**src/rtl/key_press_gen.sv**
```systemverilog
// key_press_gen: keypad emulator. Takes BCD key codes over valid/ready and replays
// each one as a timed active-low one-hot press on S_n, followed by an all-released gap.
// Optional code FIFO in front of the FSM is enabled by defining KEY_FIFO_EN.
module key_press_gen #(
  parameter int PRESS_CYC  = 4,
  parameter int GAP_CYC    = 2,
  parameter int FIFO_DEPTH = 4
) (
  input  logic       clk,
  input  logic       rst,
  input  logic [3:0] code_i,
  input  logic       code_valid,
  output logic       code_ready,
  output logic [9:0] S_n,
  output logic       busy,
  output logic       err
);

  localparam int CNT_MAX = (PRESS_CYC > GAP_CYC) ? PRESS_CYC : GAP_CYC;
  localparam int CNT_W   = $clog2(CNT_MAX + 1);
  localparam logic [CNT_W-1:0] CNT_PRESS = CNT_W'(PRESS_CYC);
  localparam logic [CNT_W-1:0] CNT_GAP   = CNT_W'(GAP_CYC);
  localparam logic [CNT_W-1:0] CNT_ONE   = CNT_W'(1);

  typedef enum logic [1:0] {IDLE = 2'd0, PRESS = 2'd1, GAP = 2'd2} state_t;

  state_t           state, state_nxt;
  logic [CNT_W-1:0] cnt, cnt_nxt;
  logic [3:0]       code_q, code_nxt;
  logic             src_avail;
  logic [3:0]       src_code;
  logic             at_end, can_take, take, take_ok;
  logic [9:0]       sn_nxt;
  logic             busy_nxt, err_nxt;

`ifdef KEY_FIFO_EN
  localparam int AW = (FIFO_DEPTH > 1) ? $clog2(FIFO_DEPTH) : 1;
  localparam logic [AW-1:0] PTR_LAST = AW'(FIFO_DEPTH - 1);
  localparam logic [AW:0]   CNT_FULL = (AW + 1)'(FIFO_DEPTH);

  logic [3:0]    mem [FIFO_DEPTH];
  logic [AW-1:0] wr_ptr, rd_ptr;
  logic [AW:0]   fcount, fcount_nxt;
  logic          push, pop;

  // The FSM consumes codes from the FIFO head; range check happens at pop
  assign code_ready = (fcount != CNT_FULL);
  assign push       = code_valid & code_ready;
  assign pop        = take;
  assign src_avail  = (fcount != '0);
  assign src_code   = mem[rd_ptr];

  // FIFO occupancy for the next cycle
  always_comb begin
    fcount_nxt = fcount;
    if (push && !pop)
      fcount_nxt = fcount + 1'b1;
    else if (!push && pop)
      fcount_nxt = fcount - 1'b1;
  end

  // FIFO pointers and occupancy; reset flushes any queued codes
  always_ff @(posedge clk) begin
    if (rst) begin
      wr_ptr <= '0;
      rd_ptr <= '0;
      fcount <= '0;
    end else begin
      if (push) wr_ptr <= (wr_ptr == PTR_LAST) ? '0 : wr_ptr + 1'b1;
      if (pop)  rd_ptr <= (rd_ptr == PTR_LAST) ? '0 : rd_ptr + 1'b1;
      fcount <= fcount_nxt;
    end
  end

  // FIFO storage (data only)
  always_ff @(posedge clk) begin
    if (push) mem[wr_ptr] <= code_i;
  end
`else
  // Without a FIFO the handshake itself is the code source, accepted only in IDLE
  assign code_ready = (state == IDLE);
  assign src_avail  = code_valid & code_ready;
  assign src_code   = code_i;
`endif

  // State register and press/gap down-counter
  always_ff @(posedge clk) begin
    if (rst) begin
      state <= IDLE;
      cnt   <= '0;
    end else begin
      state <= state_nxt;
      cnt   <= cnt_nxt;
    end
  end

  // Code of the press in flight (data only)
  always_ff @(posedge clk) begin
    code_q <= code_nxt;
  end

  // Next-state logic; a new code may start a press in IDLE or on the last cycle
  // of GAP (of PRESS when there is no gap), so back-to-back codes lose no cycle
  always_comb begin
    at_end    = (cnt == CNT_ONE);
    can_take  = (state == IDLE) || (state == GAP && at_end) ||
                (state == PRESS && at_end && GAP_CYC == 0);
    take      = can_take && src_avail;
    take_ok   = take && (src_code <= 4'd9);
    state_nxt = state;
    cnt_nxt   = cnt;
    code_nxt  = code_q;
    case (state)
      IDLE: begin
        if (take_ok) begin
          state_nxt = PRESS;
          cnt_nxt   = CNT_PRESS;
          code_nxt  = src_code;
        end
      end
      PRESS: begin
        if (!at_end) begin
          cnt_nxt = cnt - 1'b1;
        end else if (GAP_CYC != 0) begin
          state_nxt = GAP;
          cnt_nxt   = CNT_GAP;
        end else if (take_ok) begin
          state_nxt = PRESS;
          cnt_nxt   = CNT_PRESS;
          code_nxt  = src_code;
        end else begin
          state_nxt = IDLE;
          cnt_nxt   = '0;
        end
      end
      GAP: begin
        if (!at_end) begin
          cnt_nxt = cnt - 1'b1;
        end else if (take_ok) begin
          state_nxt = PRESS;
          cnt_nxt   = CNT_PRESS;
          code_nxt  = src_code;
        end else begin
          state_nxt = IDLE;
          cnt_nxt   = '0;
        end
      end
      default: begin
        state_nxt = IDLE;
        cnt_nxt   = '0;
      end
    endcase
  end

  // Output values for the next cycle, derived from the next state
  always_comb begin
    sn_nxt = 10'h3FF;
    if (state_nxt == PRESS) sn_nxt = ~(10'd1 << code_nxt);
    err_nxt  = take && !take_ok;
`ifdef KEY_FIFO_EN
    busy_nxt = (state_nxt != IDLE) || (fcount_nxt != '0);
`else
    busy_nxt = (state_nxt != IDLE);
`endif
  end

  // Registered outputs
  always_ff @(posedge clk) begin
    if (rst) begin
      S_n  <= 10'h3FF;
      busy <= 1'b0;
      err  <= 1'b0;
    end else begin
      S_n  <= sn_nxt;
      busy <= busy_nxt;
      err  <= err_nxt;
    end
  end

endmodule

```
**config.mk**
```make
export PLATFORM = sky130hd
export DESIGN_NAME = key_press_gen
export DESIGN_NICKNAME = d
export VERILOG_FILES = /design/src/rtl/key_press_gen.sv
export SDC_FILE = /design/constraint.sdc
export NUM_CORES = 1
export LEC_CHECK = 0
export BUFFER_PORTS_ARGS = -buffer_cell sky130_fd_sc_hd__buf_2
export CAP_MARGIN = 20
export CORE_UTILIZATION = 45
export CTS_BUF_LIST = sky130_fd_sc_hd__clkbuf_16
export DETAILED_ROUTE_END_ITERATION = 8
export GPL_TIMING_DRIVEN = 0
export PLACE_DENSITY = 0.79
export RECOVER_POWER = 100
export REMOVE_ABC_BUFFERS = 1
export SYNTH_ARGS = -nofsm -noshare
export SYNTH_HDL_FRONTEND = slang
export SYNTH_SLANG_ARGS = --single-unit
export TNS_END_PERCENT = 1
```
**constraint.sdc**
```tcl
create_clock -name clk -period 2 [get_ports clk]
set_input_delay 0.3 -clock clk [delete_from_list [all_inputs] [get_ports clk]]
set_output_delay 0.3 -clock clk [all_outputs]
set_load 0.02 [all_outputs]
```
==> impl_metrics.py <==
metrics = {
    "yosys": {
        "ys_types": 35,
        "netlist.area_leader.share_pct": 47.5,
        "seq_area_frac_synth_pct": 47.5,
        "avgSynthCellArea_sq_um": 9.53,
        "synth-seq-cells": 21,
        "synth_edf_count": 0,
        "synth_area_sq_um": 886,
        "synth_top_area_cell": "dfxtp_1",
        "syn_inst": 93,
        "ys_top_cells_by_count": "dfxtp_1, nand2_1, nand2b_1, nor2_1, a21oi_1",
        "ys_top_cells_by_area": "dfxtp_1, nand2b_1, nand2_1",
        "synth_most_common_cell": "dfxtp_1",
        "yosys_warnings": 0,
        "yosys_most_used_dff": "dfxtp_1",
        "synthArstFlopShare_pct": 0,
    },
    "timing": {
        "timing.fmax_mhz": 534,
        "skew_ns": 0.00209,
        "setup_violations": 0,
        "period_minus_slack_ns": 1.87,
        "slew_headroom_pct": 66.1,
        "holdWs_ns": 0.282,
        "worstMarginPinSlew_ns": 0.507,
        "rsz0062_at_grt": "no",
        "fin_crit_sh_pct": 93.6,
        "fin_tns_setup_ns": 0,
        "slew_violations": 0,
        "hold_viol_final": 0,
    },
    "clock_network": {
        "clk_path_buf_depth": 2,
        "cts_root_buf": "clkbuf_16",
        "cts-htree-levels": 1,
        "worstSkewPairLatency_ns": 0.25,
        "post_cts_resized": 0,
        "clkTransAtPathRegs_ns": 0.05,
        "cts_made_buffers": 3,
        "cts_hold_buf": 0,
        "clock-sinks": 21,
        "cts_tree": "built",
        "cts_setup_buffers": 0,
    },
    "grt": {
        "grt-ovfl-total": 0,
        "grt_max_degree": 13,
        "track_usage_pct": 18.3,
        "antenna_found_initial": 0,
        "grt_pass1_vias": 607,
        "grt_pass1_wl_mm": 2.64,
    },
    "floorplanning": {
        "core_area_sq_um": 1780,
        "die_y_um": 46.4,
        "start_util_pct": 49.7,
        "die_width_um": 46.4,
        "dieArea_sq_um": 2150,
        "num_io_pins": 20,
        "rows": 15,
    },
    "worst_hold_path": {
        "hp-class": "in -> reg",
        "hold_end": "cnt[0]$_SDFFE_PP0P_",
        "min_from": "rst",
        "hold_path_depth": 2,
    },
    "setup_path": {
        "slowest_delay_ns": 0.45,
        "cp_top_family": "simple AND/OR/NAND/NOR gates",
        "cp.required_ns": 2.14,
        "crit_path_top_delay_cell": "a221o_1",
        "setup.worst_path.end_class": "register",
        "worstSetupPathType": "reg -> reg",
        "r2r_end": "S_n[2]$_SDFF_PP1_",
        "cp.arrival_ns": 2.01,
        "crit_fanout": 11,
        "rrSetupSlack_ns": 0.13,
        "crit_buf_inv": 0,
        "critPathLaunchType": "register",
        "crit_chain": "nor3b_2, nand2_1, a221o_1, nand2b_1",
        "reg2reg_from": "state[1]$_SDFF_PP0_",
        "r2r_cells": 4,
    },
    "final_layout": {
        "num-fill-cells": 160,
        "antenna_cells": 0,
        "layoutNonFillerInstCount": 140,
        "drive_above_1_share_pct": 14.8,
        "nets": 125,
        "utilization_pct": 60.1,
        "syn_to_final_growth_pct": 20.9,
    },
    "power_and_ir_drop": {
        "pwr-share-seq_pct": 44.7,
        "p_int_mw": 0.795,
        "finalPower_mw": 1.07,
        "p_leak_nw": 0.408,
        "switching_power_mw": 0.280,
        "pwr-share-clk_pct": 38.7,
        "p_per_area_nw_per_um2": 1000,
        "ir_worst_vdd_v": 0.000739,
        "switching_share_pct": 26.0,
        "pwr-share-comb_pct": 16.5,
    },
    "route": {
        "post-route-drc-count": 0,
        "first_pass_iters": 4,
        "routed_wl_mm": 1.67,
        "ant_nets": 0,
        "drt-wirelength-per-cell_um": 11.9,
        "vias": 733,
        "viasPerCell": 5.24,
        "initialDrtViolationCount": 15,
    },
    "placement": {
        "placedCellCount": 136,
        "dp_hpwl_mm": 1.22,
        "io_buffers": 19,
        "gp_routability_congestion": 0.814,
    },
    "run": {
        "drv_cap": 0,
    },
    "run_status": {
        "status": "completed",
    },
}
-- logic make-up after synthesis --
logic type / after synthesis / share of synthesized area, %
and+or+nand+nor: 40 / 25.8
AOI/OAI and AO/OA: 26 / 21.2
DFF: 21 / 47.5
buffers and inverters: 3 / 1.41
adders and majority gates: 2 / 2.82
muxes: 1 / 1.27
-- cell type report --
cell class,instances,area (sq um),area share [%]
Inverter,2,7.51,0.701
Tap cell,25,31.3,2.92
Multi-Input combinational cell,69,453,42.3
Sequential cell,21,420,39.3
Clock buffer,3,75.1,7.01
Clock inverter,1,5.00,0.467
Timing Repair Buffer,19,78.8,7.36
-- sequential cells by signal (all words and copies together), names as in the netlist --
register,count
S_n,10
code_q,4
busy,1
cnt,3
err,1
state,2
-- cells in the final DEF, fill, tap and decap left out, drive strengths merged, types with 3 or more instances in the layout --
master / netlist / layout
nand2b: 9 / 9
o21ai: 4 / 4
dfxtp: 21 / 21
nor2b: 3 / 3
a21oi: 7 / 7
nor2: 8 / 8
a21o: 3 / 3
clkbuf: 0 / 16
buf: 1 / 6
nand2: 10 / 10
-- per-stage QoR --
step | area, sq um | worst slack (ns)
after floorplan | 881 | 0.342
after global placement | 1010 | 0.203
after detailed placement | 1010 | 0.189
after CTS | 1090 | 0.164
after global routing | 1070 | 0.0706
final | 1070 | 0.129
-- power groups by stage --
stage	logic [mW]	clock network [mW]	registers (mW)
6_report	0.178	0.416	0.481
5_1_grt	0.198	0.450	0.486
4_1_cts	0.181	0.426	0.480
3_5_place_dp	0.179	0	0.489
3_3_place_gp	0.175	0	0.488
2_1_floorplan	0.121	0	0.496
-- worst max path at each step --
| stage | from | endpoint | cells past startpoint |
|---|---|---|---|
| floorplan | cnt[1]$_SDFFE_PP0P_ | S_n[1]$_SDFF_PP1_ | 6 |
| global placement | state[1]$_SDFF_PP0_ | S_n[1]$_SDFF_PP1_ | 4 |
| detailed placement | state[1]$_SDFF_PP0_ | S_n[2]$_SDFF_PP1_ | 4 |
| CTS | state[1]$_SDFF_PP0_ | S_n[2]$_SDFF_PP1_ | 4 |
| global route | state[1]$_SDFF_PP0_ | S_n[2]$_SDFF_PP1_ | 4 |
| finish | state[1]$_SDFF_PP0_ | S_n[2]$_SDFF_PP1_ | 4 |
-- metal layers --
| layer | up-vias | global-route usage, % | share of wire, % |
|---|---|---|---|
| met1 | 327 | 23.5 | 49 |
| met2 | 20 | 24.7 | 43 |
| li1 | 382 | - | - |
| met3 | 4 | 9.41 | 5.9 |
| met5 | - | 0 | 0 |
| met4 | 0 | 8.82 | 1.5 |
Power figures use the tool's default switching activity.
